<file path="config.mk">
export PLATFORM = sky130hd
export DESIGN_NAME = detect_sched_flat
export DESIGN_NICKNAME = d
export VERILOG_FILES = /design/src/rtl/detect_sched_pkg.sv /design/src/rtl/detect_sched_if.sv /design/src/rtl/detect_sched_det.sv /design/src/rtl/detect_sched.sv /design/src/flat_wrapper.sv
export SDC_FILE = /design/constraint.sdc
export NUM_CORES = 1
export LEC_CHECK = 0
export BUFFER_PORTS_ARGS = -buffer_cell sky130_fd_sc_hd__buf_2
export CAP_MARGIN = 20
export CORE_UTILIZATION = 28
export DETAILED_ROUTE_END_ITERATION = 6
export GPL_ROUTABILITY_DRIVEN = 0
export SLEW_MARGIN = 20
export SYNTH_ARGS = -nofsm -noshare
export SYNTH_HDL_FRONTEND = slang
export SYNTH_SLANG_ARGS = --single-unit
</file>
<file path="constraint.sdc">
create_clock -name clk -period 2.3 [get_ports clk]
set_input_delay 0.69 -clock clk [delete_from_list [all_inputs] [get_ports clk]]
set_output_delay 0.69 -clock clk [all_outputs]
set_load 0.005 [all_outputs]
</file>
<file path="src/rtl/detect_sched_pkg.sv">
// Shared widths, FSM state codes and saturating helpers for the detect_sched
// round-robin detector scheduler.
package detect_sched_pkg;

    localparam int RES_W  = 8;
    localparam int STAT_W = 16;

    localparam logic [RES_W-1:0]  RES_MAX  = '1;
    localparam logic [STAT_W-1:0] STAT_MAX = '1;

    typedef logic [1:0] state_t;

    localparam state_t ST_IDLE = 2'd0;
    localparam state_t ST_RUN  = 2'd1;
    localparam state_t ST_GAP  = 2'd2;

    function automatic logic [RES_W-1:0] res_inc(input logic [RES_W-1:0] v, input logic inc);
        return (inc && v != RES_MAX) ? v + 1'b1 : v;
    endfunction

    function automatic logic [STAT_W-1:0] stat_inc(input logic [STAT_W-1:0] v);
        return (v != STAT_MAX) ? v + 1'b1 : v;
    endfunction

endpackage

</file>
<file path="src/rtl/detect_sched_if.sv">
// Requester/result bundle between the serial front-end channels and detect_sched.
interface detect_sched_if
    import detect_sched_pkg::*;
#(
    parameter int NREQ = 4
);
    localparam int IDW = $clog2(NREQ);

    logic [NREQ-1:0]   req;
    logic [NREQ-1:0]   din;
    logic [NREQ-1:0]   din_vld;
    logic [IDW-1:0]    stat_sel;

    logic [NREQ-1:0]   grant;
    logic              busy;
    logic              hit;
    logic              done;
    logic              abort;
    logic [IDW-1:0]    res_id;
    logic [RES_W-1:0]  res_cnt;
    logic [STAT_W-1:0] stat_cnt;

    modport master (
        output req, din, din_vld, stat_sel,
        input  grant, busy, hit, done, abort, res_id, res_cnt, stat_cnt
    );

    modport slave (
        input  req, din, din_vld, stat_sel,
        output grant, busy, hit, done, abort, res_id, res_cnt, stat_cnt
    );

endinterface

</file>
<file path="src/rtl/detect_sched_det.sv">
// seq_det_core: overlapping serial pattern matcher with a registered hit.
// A fill counter keeps the cleared shift register from matching all-zero-prefixed patterns.
module seq_det_core #(
    parameter int                 PAT_LEN = 4,
    parameter logic [PAT_LEN-1:0] PATTERN = 4'b1001
) (
    input  logic clk,
    input  logic rst,
    input  logic clr,
    input  logic bit_in,
    input  logic bit_vld,
    output logic hit
);
    localparam int FW = $clog2(PAT_LEN);
    localparam logic [FW-1:0] FULL = FW'(PAT_LEN - 1);

    logic [PAT_LEN-1:0] sh;
    logic [PAT_LEN-1:0] sh_nxt;
    logic [FW-1:0]      fill;

    assign sh_nxt = {sh[PAT_LEN-2:0], bit_in};

    always_ff @(posedge clk) begin
        if (!rst || clr) begin
            sh   <= '0;
            fill <= '0;
            hit  <= 1'b0;
        end else begin
            hit <= bit_vld && (fill == FULL) && (sh_nxt == PATTERN);
            if (bit_vld) begin
                sh <= sh_nxt;
                if (fill != FULL) fill <= fill + 1'b1;
            end
        end
    end

endmodule

</file>
<file path="src/rtl/detect_sched.sv">
// Round-robin scheduler sharing one seq_det_core across NREQ serial requesters.
// Define DETECT_SCHED_STATS_EN to add per-requester completed-frame counters.
module detect_sched
    import detect_sched_pkg::*;
#(
    parameter int                 NREQ      = 4,
    parameter int                 FRAME_LEN = 16,
    parameter int                 PAT_LEN   = 4,
    parameter logic [PAT_LEN-1:0] PATTERN   = 4'b1001
) (
    input logic           clk,
    input logic           rst,
    detect_sched_if.slave bus
);
    localparam int IDW = $clog2(NREQ);
    localparam logic [7:0] LAST_BIT = 8'(FRAME_LEN - 1);

    state_t           state;
    logic [IDW-1:0]   g;
    logic [IDW-1:0]   rr_ptr;
    logic [IDW-1:0]   nxt_g;
    logic [IDW-1:0]   g_inc;
    logic             any_req;
    logic [7:0]       bit_cnt;
    logic [RES_W-1:0] hit_cnt;
    logic [RES_W-1:0] res_base;
    logic [RES_W-1:0] res_cnt_w;
    logic [IDW-1:0]   res_id_q;
    logic             done_q;
    logic             abort_q;

    logic             run;
    logic             cur_req;
    logic             cur_vld;
    logic             cur_din;
    logic             bit_acc;
    logic             done_evt;
    logic             det_clr;
    logic             det_hit;

    // Rotate requests so that rr_ptr sits at bit 0, then take the lowest set offset.
    logic [2*NREQ-1:0] req2;
    logic [NREQ-1:0]   win;
    logic [IDW-1:0]    off;
    logic [IDW:0]      sum;

    always_comb begin
        req2    = {bus.req, bus.req};
        win     = NREQ'(req2 >> rr_ptr);
        off     = '0;
        any_req = |bus.req;
        for (int i = NREQ - 1; i >= 0; i--) begin
            if (win[IDW'(i)]) off = IDW'(i);
        end
        sum = {1'b0, rr_ptr} + {1'b0, off};
        if (sum >= (IDW+1)'(NREQ)) sum = sum - (IDW+1)'(NREQ);
        nxt_g = sum[IDW-1:0];
    end

    assign g_inc = (g == IDW'(NREQ - 1)) ? '0 : g + 1'b1;

    assign run      = (state == ST_RUN);
    assign cur_req  = bus.req[g];
    assign cur_vld  = bus.din_vld[g];
    assign cur_din  = bus.din[g];
    assign bit_acc  = run && cur_req && cur_vld;
    assign done_evt = bit_acc && (bit_cnt == LAST_BIT);
    assign det_clr  = (state == ST_IDLE) && any_req;

    seq_det_core #(
        .PAT_LEN (PAT_LEN),
        .PATTERN (PATTERN)
    ) u_det (
        .clk     (clk),
        .rst     (rst),
        .clr     (det_clr),
        .bit_in  (cur_din),
        .bit_vld (bit_acc),
        .hit     (det_hit)
    );

    // A hit on the final bit lands in the GAP cycle together with done.
    assign res_cnt_w = done_q ? res_inc(res_base, det_hit) : res_base;

    always_ff @(posedge clk) begin
        if (!rst) begin
            state    <= ST_IDLE;
            g        <= '0;
            rr_ptr   <= '0;
            bit_cnt  <= '0;
            hit_cnt  <= '0;
            res_base <= '0;
            res_id_q <= '0;
            done_q   <= 1'b0;
            abort_q  <= 1'b0;
        end else begin
            done_q  <= 1'b0;
            abort_q <= 1'b0;
            case (state)
                ST_IDLE: begin
                    if (any_req) begin
                        g       <= nxt_g;
                        bit_cnt <= '0;
                        hit_cnt <= '0;
                        state   <= ST_RUN;
                    end
                end
                ST_RUN: begin
                    hit_cnt <= res_inc(hit_cnt, det_hit);
                    if (!cur_req) begin
                        abort_q  <= 1'b1;
                        res_id_q <= g;
                        res_base <= res_inc(hit_cnt, det_hit);
                        state    <= ST_GAP;
                    end else if (cur_vld) begin
                        bit_cnt <= bit_cnt + 1'b1;
                        if (bit_cnt == LAST_BIT) begin
                            done_q   <= 1'b1;
                            res_id_q <= g;
                            res_base <= res_inc(hit_cnt, det_hit);
                            state    <= ST_GAP;
                        end
                    end
                end
                ST_GAP: begin
                    res_base <= res_cnt_w;
                    rr_ptr   <= g_inc;
                    state    <= ST_IDLE;
                end
                default: state <= ST_IDLE;
            endcase
        end
    end

    assign bus.grant   = run ? (NREQ'(1) << g) : '0;
    assign bus.busy    = run;
    assign bus.hit     = det_hit;
    assign bus.done    = done_q;
    assign bus.abort   = abort_q;
    assign bus.res_id  = res_id_q;
    assign bus.res_cnt = res_cnt_w;

`ifdef DETECT_SCHED_STATS_EN
    logic [NREQ-1:0][STAT_W-1:0] stat_mem;
    logic [STAT_W-1:0]           stat_q;

    always_ff @(posedge clk) begin
        if (!rst) begin
            stat_mem <= '0;
            stat_q   <= '0;
        end else begin
            if (done_evt) stat_mem[g] <= stat_inc(stat_mem[g]);
            stat_q <= stat_mem[bus.stat_sel];
        end
    end

    assign bus.stat_cnt = stat_q;
`else
    logic unused_stat_sel;
    assign unused_stat_sel = ^{bus.stat_sel, done_evt};
    assign bus.stat_cnt    = '0;
`endif

endmodule

</file>
<file path="src/flat_wrapper.sv">
// flat-port wrapper written by rule: the top's interface ports become plain ports
module detect_sched_flat import detect_sched_pkg::*;
#(
    parameter int                 NREQ      = 4,
    parameter int                 FRAME_LEN = 16,
    parameter int                 PAT_LEN   = 4,
    parameter logic [PAT_LEN-1:0] PATTERN   = 4'b1001
)
  (clk, rst, bus_req, bus_din, bus_din_vld, bus_stat_sel, bus_grant, bus_busy, bus_hit, bus_done, bus_abort, bus_res_id, bus_res_cnt, bus_stat_cnt);
  detect_sched_if #(.NREQ(NREQ)) bus_i ();
  input logic clk;
  input logic rst;
  input wire logic [$bits(bus_i.req)-1:0] bus_req;
  input wire logic [$bits(bus_i.din)-1:0] bus_din;
  input wire logic [$bits(bus_i.din_vld)-1:0] bus_din_vld;
  input wire logic [$bits(bus_i.stat_sel)-1:0] bus_stat_sel;
  output wire logic [$bits(bus_i.grant)-1:0] bus_grant;
  output wire logic [$bits(bus_i.busy)-1:0] bus_busy;
  output wire logic [$bits(bus_i.hit)-1:0] bus_hit;
  output wire logic [$bits(bus_i.done)-1:0] bus_done;
  output wire logic [$bits(bus_i.abort)-1:0] bus_abort;
  output wire logic [$bits(bus_i.res_id)-1:0] bus_res_id;
  output wire logic [$bits(bus_i.res_cnt)-1:0] bus_res_cnt;
  output wire logic [$bits(bus_i.stat_cnt)-1:0] bus_stat_cnt;
  assign bus_i.req = bus_req;
  assign bus_i.din = bus_din;
  assign bus_i.din_vld = bus_din_vld;
  assign bus_i.stat_sel = bus_stat_sel;
  assign bus_grant = bus_i.grant;
  assign bus_busy = bus_i.busy;
  assign bus_hit = bus_i.hit;
  assign bus_done = bus_i.done;
  assign bus_abort = bus_i.abort;
  assign bus_res_id = bus_i.res_id;
  assign bus_res_cnt = bus_i.res_cnt;
  assign bus_stat_cnt = bus_i.stat_cnt;
  detect_sched #(.NREQ(NREQ), .FRAME_LEN(FRAME_LEN), .PAT_LEN(PAT_LEN), .PATTERN(PATTERN)) u_core (.clk(clk), .rst(rst), .bus(bus_i));
endmodule
</file>
; ---- After elaboration in Yosys (flattened, before gate mapping)
; Index checks and enable logic that the tools add are counted.
[totals]
reg_bits = 40
output_inout_bits = 34
word_cells = 94
[classes]
n_addsub = 7
order_cmp = 2
eq_ne = 16
shift = 2
n_mux = 33
reduce_logical = 22
[op_table]
columns = op, n
row1 = two-way mux 8 bit, 9
row2 = case mux 8 bit (2 select lines), 3
row3 = "adder 8 x 1 -> 8 bit, second input constant", 3
row4 = two-way mux 2 bit, 11
row5 = "inequality test 8 bit, second input constant", 2
row6 = "inequality test 2 bit, second input constant", 5
row7 = AND reduction 3 bit, 3
row8 = "equality test 8 x 4 -> 1 bit, second input constant", 1
row9 = AND reduction 2 bit, 4
row10 = AND reduction 4 bit, 2
row11 = right shift 8 x 2 -> 2 bit, 1
row12 = logical AND 1 bit, 7
row13 = binary-select mux 1 bit (select 2 bit), 3
row14 = "equality test 2 bit, second input constant", 3
row15 = "inequality test 3 bit, second input constant", 2
row16 = two-way mux 1 bit, 5
row17 = "adder 2 x 1 -> 2 bit, second input constant", 2
row18 = "equality test 4 bit, second input constant", 1
row19 = two-way mux 4 bit, 1
row20 = case mux 2 bit (2 select lines), 1
row21 = nonzero test 2 bit, 2
row22 = OR reduction 4 bit, 1
row23 = "<< shifter 1 x 2 -> 4 bit, first input constant", 1
row24 = adder 2 x 2 -> 3 bit, 1
row25 = other kinds (8), 8

; ---- Logic depth before layout (Yosys ltp)
[depth]
ltp_word = 7
ltp_mapped = 8
ltp_nobuf = 7

; ---- By module
; Synthesis repeated with hierarchy kept, for this count alone.
[hier_totals]
cells_unflattened = 312
area_unflattened_um2 = 2576.2
[by_module_without_submodules]
columns = mod, n_inst, cells_each, area_per_inst_um2
row1 = detect_sched, 1, 290, 2341.0
row2 = seq_det_core, 1, 22, 235.2

; ---- Least setup slack after synthesis
; No wires, ideal clock.
[synth_path]
kind = input -> register
startpoint = in bus_req[3]
endpoint = reg u_core.res_base[0]
arrival_ns = 1.927
required_ns = 2.167
path_slack_ns = 0.240
path_stages = 5
cell_sequence = mux4_2 > and2_4 > a21boi_4 > mux2i_1 > a31oi_1
[synth_between]
elab_chain_cells = 4
elab_cells_between_ends = 7
cone_classes = eq/ne: 2 / mux: 4 / reduce/logical: 1
[synth_rtl]
columns = element, line
row1 = from (decl), flat_wrapper.sv:13  ; input wire logic [$bits(bus_i.req)-1:0] bus_req;
row2 = binary-select mux 1 bit (select 2 bit) (*), detect_sched.sv:63  ; assign cur_req = bus.req[g];
row3 = two-way mux 1 bit (implied by the code) (*), detect_sched.sv:63
row4 = inequality test 3 bit (no line) or two-way mux 8 bit (tied branches), --
row5 = AND reduction 3 bit (no line) or case mux 8 bit (2 select lines) (tied branches), --
row6 = to (signal assigned), detect_sched.sv:113  ; res_base <= res_inc(hit_cnt, det_hit);
row7 = to (signal assigned), detect_sched.sv:120  ; res_base <= res_inc(hit_cnt, det_hit);
row8 = to (signal assigned), detect_sched.sv:126  ; res_base <= res_cnt_w;
row9 = to (decl), detect_sched.sv:26  ; logic [RES_W-1:0] res_base;
; Every way passes the cells marked *; elsewhere a longest branch is shown, timed or not. The select of a mux whose other input is x is not followed.
; A chain may end at the register's enable or synchronous reset.

; ---- Worst setup path in the final report
[layout_path]
startpoint = reg u_core.res_base[5]
endpoint = out bus_res_cnt[3]
[layout_between]
elab_chain_cells = 4
[layout_rtl]
columns = element, line
row1 = inequality test 8 bit, detect_sched_pkg.sv:18  ; return (inc && v != RES_MAX) ? v + 1'b1 : v;
row2 = logical AND 1 bit, detect_sched_pkg.sv:18
row3 = two-way mux 8 bit, detect_sched_pkg.sv:18
row4 = two-way mux 8 bit, detect_sched.sv:83  ; assign res_cnt_w = done_q ? res_inc(res_base, det_hit) : res_base;
row5 = to (decl), flat_wrapper.sv:23  ; output wire logic [$bits(bus_i.res_cnt)-1:0] bus_res_cnt;
; Every way passes these cells.

==> impl_metrics.json <==
{
  "critical_path_required_ns": 1.61,
  "clock-sinks": 40,
  "seqPwrFrac_pct": 42.0,
  "ios": 50,
  "clkLatencyLatePin_ns": 0.29,
  "dp_hpwl_mm": 4.548,
  "yosysSeqAreaShare_pct": 31.34,
  "cp-start-kind": "flip-flop",
  "fin_skew_ns": 0.008020,
  "power_density_mw_per_mm2": 599.4,
  "area.sequential_sq_um": 820.8,
  "ctsHoldBuffers": 0,
  "dieArea_sq_mm": 0.009511,
  "tns_ns": 0,
  "yosysTopAreaCell": "dfxtp_1",
  "fmax_mhz": 441.8,
  "drtAntennaViolNets": 0,
  "synth-main-ff-cell": "dfxtp_1",
  "cap_violations": 0,
  "cts-buffers-inserted": 5,
  "ys_ff_latch": 40,
  "antenna_found_initial": 0,
  "path_class": "flip-flop to output port",
  "cts-root-buf": "clkbuf_8",
  "power.leakage_nw": 1.278,
  "viasPerCell": 5.041,
  "pwr-share-clk_pct": 25.8,
  "finalHoldViolCount": 0,
  "start_util_pct": 29.15,
  "cts_tree": "yes",
  "status": "completed",
  "ir_drop_mv": 0.3300,
  "num_vias": 2354,
  "netlist_area_sq_mm": 0.002555,
  "layout.cells.non_filler": 467,
  "synth_compound_area_share_pct": 17.34,
  "die_h_microns": 97.53,
  "antenna_cells": 0,
  "wl_met3_microns": 224,
  "netlist_instances": 307,
  "cp.arrival_ns": 1.57,
  "min_period_over_period_pct": 98.41,
  "wl_met1_mm": 2.973,
  "worst_pin_slew_ns": 0.7729,
  "grt_use_total_pct": 13.01,
  "grt_overflow_total": 0,
  "yosysTopAreaCellShare_pct": 31.34,
  "setup_viol": 0,
  "synth.distinct_cells": 54,
  "grt_start_max_net_pins": 23,
  "grt_pass1_wl_mm": 10.24,
  "synth-simple-area-share_pct": 22.77,
  "numPlacedInstances": 449,
  "cts_max_level": 2,
  "fillers": 884,
  "synth_edf_count": 0,
  "synth_xor_xnor_area_share_pct": 4.799,
  "end_kind": "output port",
  "yosysWarnings": 0,
  "place_area_sq_mm": 0.002851,
  "synth.area.top_cells": "dfxtp_1, ha_1, nor2_1",
  "maxSlewHeadroom_pct": 48.41,
  "yosysMostFrequentCell": "dfxtp_1",
  "synthMuxAreaShare_pct": 9.158,
  "final_area_sq_mm": 0.003082,
  "cts_buffer_depth": 2,
  "rsz0062_at_grt": "yes",
  "pwr-share-comb_pct": 32.2,
  "syn_to_final_growth_pct": 20.62,
  "multi_input_area_sq_mm": 0.001633,
  "wl_mm": 6.278,
  "core_area_sq_mm": 0.008763,
  "worstPathMaxFanout": 5,
  "synth_fa_ha_area_share_pct": 5.877,
  "port_buffers": 31,
  "post_drt_wl_per_cell_microns": 13.44,
  "period_minus_slack_ns": 2.263,
  "hold_path_class": "flip-flop to flip-flop",
  "die_x_microns": 97.53,
  "power.switching_mw": 0.6256,
  "grt_pass1_vias": 2176,
  "first_pass_iters": 4,
  "drive_above_1_share_pct": 26.18,
  "fp-row-count": 34,
  "drv_slew": 0,
  "top_layer_used": "met4",
  "clk_pin_slew_ns": 0.08,
  "internal_power_mw": 1.222,
  "dr_wl_met2_mm": 3.025,
  "synthArstFlopShare_pct": 0,
  "avgSynthCellArea_sq_um": 8.322,
  "p_sw_share_pct": 33.87,
  "synth_top_family_by_area": "simple AND/OR/NAND/NOR gates",
  "final_nets": 386,
  "drc": 0,
  "synthTopCellsByCount": "dfxtp_1, nor2_1, a21oi_1, nand2_1",
  "drt-initial-drc-count": 129
}
==> per-layer routing <==
metal  global-route usage [%]  vias to the layer above
met2                    21.68                       56
met5                        0                        -
met1                    16.84                     1108
met4                    3.846                        0
li1                         -                     1186
met3                    2.734                        4
==> power groups by stage <==
stage / Combinational [mW] / Clock, mW / Sequential (mW)
2_1_floorplan: 0.413 / 0 / 0.781
3_3_place_gp: 0.575 / 0 / 0.794
3_5_place_dp: 0.582 / 0 / 0.795
4_1_cts: 0.586 / 0.492 / 0.779
5_1_grt: 0.669 / 0.527 / 0.783
6_report: 0.596 / 0.476 / 0.776
==> cells by family (layout without fill, tap and decap cells) <==
kind of cell | Yosys count | count (layout)
simple gates | 117 | 117
fa+ha+maj | 12 | 12
buf+inv | 39 | 76
xor+xnor | 14 | 14
mux | 18 | 18
compound gates | 66 | 66
other cells | 1 | 16
flops | 40 | 40
==> critical path, cell delays in order (launching register included) <==
cell,delay (ns)
dfxtp_4,0.37
nand4_1,0.16
buf_4,0.19
nor2_2,0.21
nor2_2,0.08
xor2_1,0.14
buf_2,0.13
==> placed cells by master (no fill, tap or decap), drive strengths merged, types with 3 or more instances in the layout <==
cell type  count
dfxtp         40
and3           6
buf           59
o21ai         13
a31o           3
or3            3
nand4          6
a31oi          5
a21o           3
xnor2          6
a211oi         3
mux2           3
mux2i         11
nor2          35
nor4           5
mux4           4
nand3         16
conb          16
nand2         21
inv            9
ha            12
nor3           8
xor2           8
and2           8
a21oi         20
clkbuf         8
==> path summary, 6_finish.rpt <==
| path | start | end | slack (ns) | depth (start not counted) |
|---|---|---|---|---|
| max reg2reg | u_core.g[0]$_SDFFE_PN0P_ | u_core.res_base[3]$_SDFFE_PN0P_ | 0.37 | 5 |
| max | u_core.res_base[5]$_SDFFE_PN0P_ | bus_res_cnt[3] | 0.04 | 6 |
| min | u_core.u_det.sh[2]$_SDFFE_PP0P_ | u_core.u_det.hit$_SDFF_PP0_ | 0.47 | 2 |
| min reg2reg | u_core.u_det.sh[2]$_SDFFE_PP0P_ | u_core.u_det.hit$_SDFF_PP0_ | 0.47 | 2 |
==> final cells by class <==
type | count | area share, %
Timing Repair Buffer | 59 | 11.98
Sequential cell | 40 | 26.63
Multi-Input combinational cell | 243 | 52.98
Tap cell | 108 | 4.385
Inverter | 9 | 1.096
Clock buffer | 8 | 2.923
==> stage by stage <==
| step | total power [mW] | setup slack, ns | util [%] | hold slack, ns |
|---|---|---|---|---|
| floorplan | 1.194 | 0.2405 | - | 0.4293 |
| global placement | 1.369 | 0.04701 | 32.54 | 0.4515 |
| detailed placement | 1.376 | 0.03344 | 32.54 | 0.4539 |
| CTS | 1.857 | -0.0009808 | 34.07 | 0.4643 |
| global route | 1.979 | -0.05814 | 35.17 | 0.4960 |
| finish | 1.847 | 0.03663 | 35.17 | 0.4658 |
==> timing repair <==
item / in CTS / in global routing
pin swaps: 1 / 5
resized for setup: 11 / 12
endpoints found under the setup margin: 7 / 5
setup buffers: 1 / 9
==> sequential cells by signal (all words and copies together) (netlist names), 3 cells and up <==
signal / count
u_core.bit_cnt: 8
u_core.hit_cnt: 8
u_core.res_base: 8
u_core.u_det.sh: 3
Note: power is estimated with default switching activity, not from simulation.
